## src/rtl/ui_cond_pkg.sv

```systemverilog
// Shared defaults and the debounce counter width derivation for the
// ui_in conditioning stage.
package ui_cond_pkg;
    localparam int UI_WIDTH       = 8;
    localparam int UI_SYNC_STAGES = 2;
    localparam int UI_DB_CYCLES   = 16;

    // Counter only needs to reach DB_CYCLES-1, but sizing for DB_CYCLES+1
    // values keeps DB_CYCLES=1 at a legal 1-bit width.
    function automatic int cnt_w(input int db_cycles);
        return $clog2(db_cycles + 1);
    endfunction
endpackage

```

## src/rtl/ui_debounce_bit.sv

```systemverilog
// One conditioned input bit: metastability synchroniser, debounce counter
// and registered rise/fall pulses aligned with the level change.
module ui_debounce_bit
    import ui_cond_pkg::*;
#(
    parameter int SYNC_STAGES = UI_SYNC_STAGES,
    parameter int DB_CYCLES   = UI_DB_CYCLES,
    parameter int CNT_W       = cnt_w(UI_DB_CYCLES)
) (
    input  logic i_clk,
    input  logic i_rst,
    input  logic i_ena,
    input  logic i_raw,
    output logic o_level,
    output logic o_rise,
    output logic o_fall,
    output logic o_flip
);
    logic [SYNC_STAGES-1:0] r_sync;
    logic [CNT_W-1:0]       r_cnt;
    logic                   r_level;
    logic                   r_rise;
    logic                   r_fall;

    logic             w_s;
    logic             w_diff;
    logic             w_at_max;
    logic             w_flip;
    logic [CNT_W-1:0] w_cnt_nxt;

    assign w_s      = r_sync[SYNC_STAGES-1];
    assign w_diff   = w_s ^ r_level;
    assign w_at_max = (r_cnt == CNT_W'(DB_CYCLES - 1));
    assign w_flip   = i_ena & w_diff & w_at_max;

    // Counter restarts on agreement, on a flip, and whenever disabled.
    always_comb begin
        w_cnt_nxt = '0;
        if (i_ena && w_diff && !w_at_max)
            w_cnt_nxt = r_cnt + CNT_W'(1);
    end

    always_ff @(posedge i_clk) begin
        if (i_rst) begin
            r_sync  <= '0;
            r_cnt   <= '0;
            r_level <= 1'b0;
            r_rise  <= 1'b0;
            r_fall  <= 1'b0;
        end else begin
            r_sync  <= {r_sync[SYNC_STAGES-2:0], i_raw};
            r_cnt   <= w_cnt_nxt;
            r_level <= r_level ^ w_flip;
            r_rise  <= w_flip & ~r_level;
            r_fall  <= w_flip &  r_level;
        end
    end

    assign o_level = r_level;
    assign o_rise  = r_rise;
    assign o_fall  = r_fall;
    assign o_flip  = w_flip;
endmodule

```

## src/rtl/ui_in_conditioner.sv

```systemverilog
// Conditions the raw ui_in bits into debounced levels plus per-bit edge
// pulses and a combined any-change pulse.
module ui_in_conditioner
    import ui_cond_pkg::*;
#(
    parameter int WIDTH       = UI_WIDTH,
    parameter int SYNC_STAGES = UI_SYNC_STAGES,
    parameter int DB_CYCLES   = UI_DB_CYCLES,
    parameter int CNT_W       = cnt_w(DB_CYCLES)
) (
    input  logic             clk,
    input  logic             rst,
    input  logic             ena,
    input  logic [WIDTH-1:0] raw_in,
    output logic [WIDTH-1:0] level_out,
    output logic [WIDTH-1:0] rise_out,
    output logic [WIDTH-1:0] fall_out,
    output logic             any_change
);
    logic [WIDTH-1:0] w_flip;
    logic             r_any;

    for (genvar gi = 0; gi < WIDTH; gi++) begin : g_bit
        ui_debounce_bit #(
            .SYNC_STAGES(SYNC_STAGES),
            .DB_CYCLES  (DB_CYCLES),
            .CNT_W      (CNT_W)
        ) u_bit (
            .i_clk  (clk),
            .i_rst  (rst),
            .i_ena  (ena),
            .i_raw  (raw_in[gi]),
            .o_level(level_out[gi]),
            .o_rise (rise_out[gi]),
            .o_fall (fall_out[gi]),
            .o_flip (w_flip[gi])
        );
    end

    // Registered from the pre-edge flips so it lines up with rise/fall.
    always_ff @(posedge clk) begin
        if (rst) r_any <= 1'b0;
        else     r_any <= |w_flip;
    end

    assign any_change = r_any;
endmodule

```

## config.mk

```make
export PLATFORM = sky130hd
export DESIGN_NAME = ui_in_conditioner
export DESIGN_NICKNAME = d
export VERILOG_FILES = /design/src/rtl/ui_cond_pkg.sv /design/src/rtl/ui_debounce_bit.sv /design/src/rtl/ui_in_conditioner.sv
export SDC_FILE = /design/constraint.sdc
export NUM_CORES = 1
export LEC_CHECK = 0
export ABC_AREA = 1
export CAP_MARGIN = 10
export CORE_AREA = 2 2 82 84
export CTS_CLUSTER_SIZE = 10
export DETAILED_ROUTE_END_ITERATION = 8
export DIE_AREA = 0 0 84 86
export PLACE_DENSITY = 0.88
export SYNTH_ARGS = -nofsm -noshare
export SYNTH_HDL_FRONTEND = slang
export SYNTH_SLANG_ARGS = --single-unit
```

## constraint.sdc

```tcl
create_clock -name clk -period 1.9 [get_ports clk]
set_input_delay 0.57 -clock clk [delete_from_list [all_inputs] [get_ports clk]]
set_output_delay 0.57 -clock clk [all_outputs]
set_load 0.01 [all_outputs]
```

## After elaboration in Yosys (flattened, before gate mapping)

Index checks and enable logic that the tools add are counted.

| cells by class | value |
|---|---|
| muxes and demuxes | 0 |
| bitwise operators | 64 |
| shift-type cells | 0 |
| reduce and logical (&&, ||, !) cells | 33 |
| multipliers | 0 |
| equal/unequal tests | 8 |
| magnitude comparators | 0 |
| div/mod/pow operators | 0 |
| add/subtract/negate cells | 8 |

Operator list:

| kind | count |
|---|---|
| adder 5 x 1 -> 5 bit, second input constant | 8 |
| == test 5 x 4 -> 1 bit, second input constant | 8 |
| bitwise AND 1 bit | 32 |
| logical AND 1 bit | 16 |
| NOT 1 bit | 16 |
| OR reduction 2 bit | 8 |
| XOR 1 bit | 16 |
| zero test 1 bit | 8 |
| OR reduction 8 bit | 1 |

| word-level totals | value |
|---|---|
| latch bits | 0 |
| bits in writable memories | 0 |
| memory bits (read-only) | 0 |
| output and inout bits | 25 |
| register bits after elaboration | 81 |
| input bits | 11 |
| memories kept | 0 |

## Longest topological paths before layout

| logic depth | value |
|---|---|
| depth after elaboration | 5 |
| depth in mapped cells | 9 |

## Modules after synthesis

From an unflattened synthesis, not the netlist that was laid out.

| second synthesis, totals | value |
|---|---|
| cells, all modules | 369 |
| area total of the unflattened synthesis | 3153.0 sq um |

Modules (own cells, without submodules):

| module | cells an instance | times used | area each (sq um) |
|---|---|---|---|
| ui_debounce_bit | 45 | 8 | 387.9 |
| ui_in_conditioner | 9 | 1 | 50.0 |

## Worst setup path before layout

No wires, ideal clock.

| timing path | value |
|---|---|
| path type | input to register |
| from | in ena |
| to | reg g_bit[1].u_bit.r_level |
| stages on the path | 6 |
| setup slack | 0.511 ns |
| arrival time | 1.274 ns |
| cells stage by stage | buf_6 buf_12 nand4_1 inv_1 ha_1 nor2_1 |

| on the way | value |
|---|---|
| cells in the longest elaborated chain, start to end | 3 |

Ends and longest elaborated chain:

| element | RTL line | RTL |
|---|---|---|
| start: declaration | ui_in_conditioner.sv:13 | `input logic ena,` |
| bitwise AND 1 bit (2 in series) | ui_debounce_bit.sv:34 | `assign w_flip = i_ena & w_diff & w_at_max;` |
| XOR 1 bit | ui_debounce_bit.sv:53 | `r_level <= r_level ^ w_flip;` |
| end signal: assignment | ui_debounce_bit.sv:53 |  |
| end: declaration | ui_debounce_bit.sv:21 | `logic r_level;` |

No other way between the ends.
A chain may end at the register's enable or synchronous reset.

## Final worst setup path

| timing path | value |
|---|---|
| from | reg g_bit[6].u_bit.r_level |
| to | out level_out[6] |

RTL lines:

| element | RTL line | RTL |
|---|---|---|
| start: declaration | ui_debounce_bit.sv:21 |  |
| start signal: assignment | ui_debounce_bit.sv:53 |  |
| end: declaration | ui_in_conditioner.sv:15 | `output logic [WIDTH-1:0] level_out,` |

No word-level cell between the ends.

==> out/summary.md <==
The flow ran to the end, and the final reports show no timing, DRC or antenna violations. At the end of routability-driven placement, the weighted congestion stood at 0.7418. The worst-case setup margin in the final layout was 79.69 ps. The startpoint of the most critical register-to-register path was g_bit[5].u_bit.r_cnt[0]$_SDFF_PP0_. For the register area, the log shows 1623 um2. The synthesis-to-finish area growth came out at 13.55%.

The later pin in the worst-skew pair is clocked with a latency of 340 ps. Once placement completed, the tool counted placed cells totaling 478. After detailed routing, the number of remaining DRC violations is 0. Leaving out fill and tap cells, the most frequent cells in the layout are nor2_1, inv_1, dfxtp_1. For this run, the leading register cell type out of synthesis is dfxtp_1. Summing all placed instances gives a cell area of 3682 um2.

The buffer and inverter count on the worst path was 1. Area enclosed by the die boundary: 7224 um2. The logs give 0.399 for the clock network fraction of total power and 9 for the number of buffers created by CTS.

The run gives 0.570 as the part of the total power dissipated in sequential elements. The tools report the source of the critical timing path as g_bit[6].u_bit.o_level$_SDFF_PP0_. The net count after synthesis is 434, and the path length in cells of the critical path is 1. The area of the multi-input gates is 1261 um2. DRC violation total after the first TritonRoute iteration: 88. The total clock sinks was 81. The tools report the endpoint kind of the worst setup timing path as a primary output. The maximum number of pins on one net before global-route repair came out at 31. Share of total power consumed by net switching: 0.2078. The gate count after technology mapping was 391. Once the clock tree was built, the setup fixing pass inserted 0 buffers. The run gives 1.812 nW as the standby leakage power.

During I/O placement, the number of pins put on the boundary was 36. Excluding fillers, the count of instances in the completed layout stands at 494. The root cell of the clock tree is clkbuf_8. Data on the critical path is required at its endpoint by 1330 ps. The core area was 6277 um2.

The worst hold path was traced through 2 stages. In this design, the stage delay of the slowest critical-path cell is 540 ps. Setup repair after global routing left no endpoint under its margin. The number of input and output port buffers inserted is 35, and the async set-or-reset flop fraction in the synthesized netlist is 0. The share of the cycle needed by the critical path after routing came out at 0.9581.

Derived from the worst setup path, the maximum achievable clock frequency is 549.4 MHz. On the final layout, the worst clock skew is 6.772 ps. The tools report the worst-case clock buffer depth as 2. The first global-routing pass estimated 9177 um of wire. After detailed routing, the number of vias per cell comes to 4.563.

In this run the critical register-to-register path is captured at g_bit[5].u_bit.o_level$_SDFF_PP0_. The register bit total from synthesis is 81, and the post-synthesis cell area is 3426 um2. The die is 86 um tall. The proportion of layout cells with a drive suffix above 1 is 0.08153, and the measured slew at the worst slew-check pin is 552.0 ps. The sum of routed wire length over all layers came out at 5231 um. In this run the worst hold path is classified as flip-flop to flip-flop. TritonCTS built the clock tree. The combined global-route utilization of all metal layers was 0.1607. The number of antenna-violating nets in the routed design came out at 0.

The die width is 84 um, and the combinational fraction of design power is 0.031. Portion of the post-synthesis area used by sequential elements: 0.4733. The peak supply drop was 467.1 uV; the power dissipated by switching net loads was 0.6287 mW. In this run, distinct cell masters in the synthesized netlist total 18. The logs give 2.397 mW for the internal power component and 0.6320 for the relative slew slack.

The first TritonRoute pass finished after 4 iterations. The run gives 0 as the count of pins over their slew limit. The run gives 0 as the number of antenna violations at the first check in global routing.

The run gives 0 as the count of yosys warnings during synthesis. The pre-CTS worst setup slack was -35.53 ps; the leftover overflow at the end of global routing was 0. The number of gates resized after cts was 0. Walking the worst path, the cells encountered are clkdlybuf4s50_1.

The starting utilization of the core area is 0.5457. The slowest stage of the critical path belongs to the cell clkdlybuf4s50_1. The average wire length per cell after detail routing was 10.59 um. The most common cell after layout, fill and taps aside is nor2_1.

The run gives 310 ps as the flop-to-flop setup slack. The number of global-route vias before repair was 2,242. The CTS clock-pin slew for the worst setup and hold paths is 80 ps. In this run, synthesis inferred 0 flip-flops with an integrated enable. At the worst endpoint, the arrival time is 1250 ps. The final layout contains 455 nets.

Max-cap violations in this run came to 0. The number of hold buffers added after CTS was 0. The kind of cell with the highest combined delay along the critical path is buffers and inverters. The most critical setup path has its endpoint at level_out[6]. The time the worst path needs with I/O delays and setup came out at 1820 ps. The tools report the launching element type of the critical path as a flip-flop. Dividing the synthesized area by the synthesized cell count gives 8.762 um2. Power density over the cells: 777.8 nW/um2.

The final count of negative-setup-slack endpoints was 0; the maximum fanout count along the critical path was 4. The number of cell instances on the worst register-to-register path works out to 8. Detailed routing inserted a total of 2,254 vias.

The HPWL after detailed placement is 3924 um. The maximum level of the CTS H-tree came out at 3. The antenna diode count was 0. The filler cell count was 502.

The critical path is of the flip-flop to primary output type. The worst hold margin was 404.2 ps. The tools report the number of rows in the core area as 29.

The logs give 0 for the hold violation total from the final report and 3890 um2 for the finished layout cell area.
-- cell usage after synthesis, types with 2 or more instances --
cell type,instances,area share
nor3b_2,4,0.015
nor2_1,97,0.11
nand4_1,8,0.015
nor3b_1,4,0.0088
nand3_1,8,0.012
inv_1,80,0.088
buf_2,4,0.0058
nand4_2,4,0.015
buf_6,2,0.0066
buf_4,24,0.053
xor2_1,8,0.020
nand4_4,4,0.025
dfxtp_1,81,0.47
nand2_1,28,0.031
ha_1,32,0.12
-- kinds of logic (layout without fill, tap and decap cells) --
| family | after synthesis | count (layout) | synth area share |
|---|---|---|---|
| AND/OR/NAND/NOR | 158 | 158 | 0.2294 |
| XOR/XNOR | 8 | 8 | 0.02045 |
| flip-flops | 81 | 81 | 0.4733 |
| AO/OA/AOI/OAI | 1 | 1 | 0.001460 |
| adder cells (fa/ha/maj) | 32 | 32 | 0.1169 |
| buffers and inverters | 111 | 137 | 0.1585 |
-- how the worst min path moves through the flow --
| stage | from | end | slack (ps) |
|---|---|---|---|
| 5_1_grt | g_bit[5].u_bit.r_sync[0]$_SDFF_PP0_ | g_bit[5].u_bit.r_sync[1]$_SDFF_PP0_ | 430 |
| 2_1_floorplan | g_bit[0].u_bit.r_sync[0]$_SDFF_PP0_ | g_bit[0].u_bit.r_sync[1]$_SDFF_PP0_ | 390 |
| 6_report | g_bit[0].u_bit.r_sync[0]$_SDFF_PP0_ | g_bit[0].u_bit.r_sync[1]$_SDFF_PP0_ | 400 |
| 3_5_place_dp | g_bit[0].u_bit.r_sync[0]$_SDFF_PP0_ | g_bit[0].u_bit.r_sync[1]$_SDFF_PP0_ | 400 |
| 3_3_place_gp | g_bit[4].u_bit.r_sync[0]$_SDFF_PP0_ | g_bit[4].u_bit.r_sync[1]$_SDFF_PP0_ | 390 |
| 4_1_cts | g_bit[0].u_bit.r_sync[0]$_SDFF_PP0_ | g_bit[0].u_bit.r_sync[1]$_SDFF_PP0_ | 410 |
-- sequential cells by signal, summed over array words and instances, names as in the netlist --
signal               cells
g_bit.u_bit.r_cnt       40
g_bit.u_bit.r_sync      16
g_bit.u_bit.o_fall       8
g_bit.u_bit.o_level      8
g_bit.u_bit.o_rise       8
any_change               1
-- stage by stage --
step	util	total power, mW	TNS (ps)
2_1_floorplan	-	1.825	0
3_5_place_dp	0.5866	1.858	-35.53
3_3_place_gp	0.5866	1.855	0
4_1_cts	0.6167	3.056	0
5_1_grt	0.6197	3.151	0
6_report	0.6197	3.026	0
-- power by group through the flow --
stage / sequential (mW) / clock (mW) / combinational (mW)
floorplan: 1.76 / 0 / 0.0645
global placement: 1.76 / 0 / 0.0928
detailed placement: 1.76 / 0 / 0.0946
CTS: 1.72 / 1.24 / 0.0955
global route: 1.73 / 1.32 / 0.107
finish: 1.72 / 1.21 / 0.0945
-- worst register-to-register path, cell delays in order (launching register included) --
cell and delay, ps:
dfxtp_1 360, ha_1 190, nand2_1 80, nor2_1 110, ha_1 170, nand4_1 140, inv_1 100, ha_1 230
nor2_1 130
-- layout make-up --
| cell class | instances | share of cell area |
|---|---|---|
| flip-flops and latches | 81 | 0.4172 |
| multi-input cells | 199 | 0.3242 |
| repair buffers | 41 | 0.1081 |
| inverters | 80 | 0.07720 |
| clock buffers | 13 | 0.03828 |
| well taps | 77 | 0.02477 |
| clock inverters | 3 | 0.01029 |
-- routing by layer --
layer / track usage / part of all wire / routed length [um]
met3: 0.04524 / 0.037 / 193
met5: 0 / 0 / 0
met2: 0.2895 / 0.50 / 2620
met1: 0.1646 / 0.42 / 2221
met4: 0.1012 / 0.037 / 195
Power figures use the tool's default switching activity.
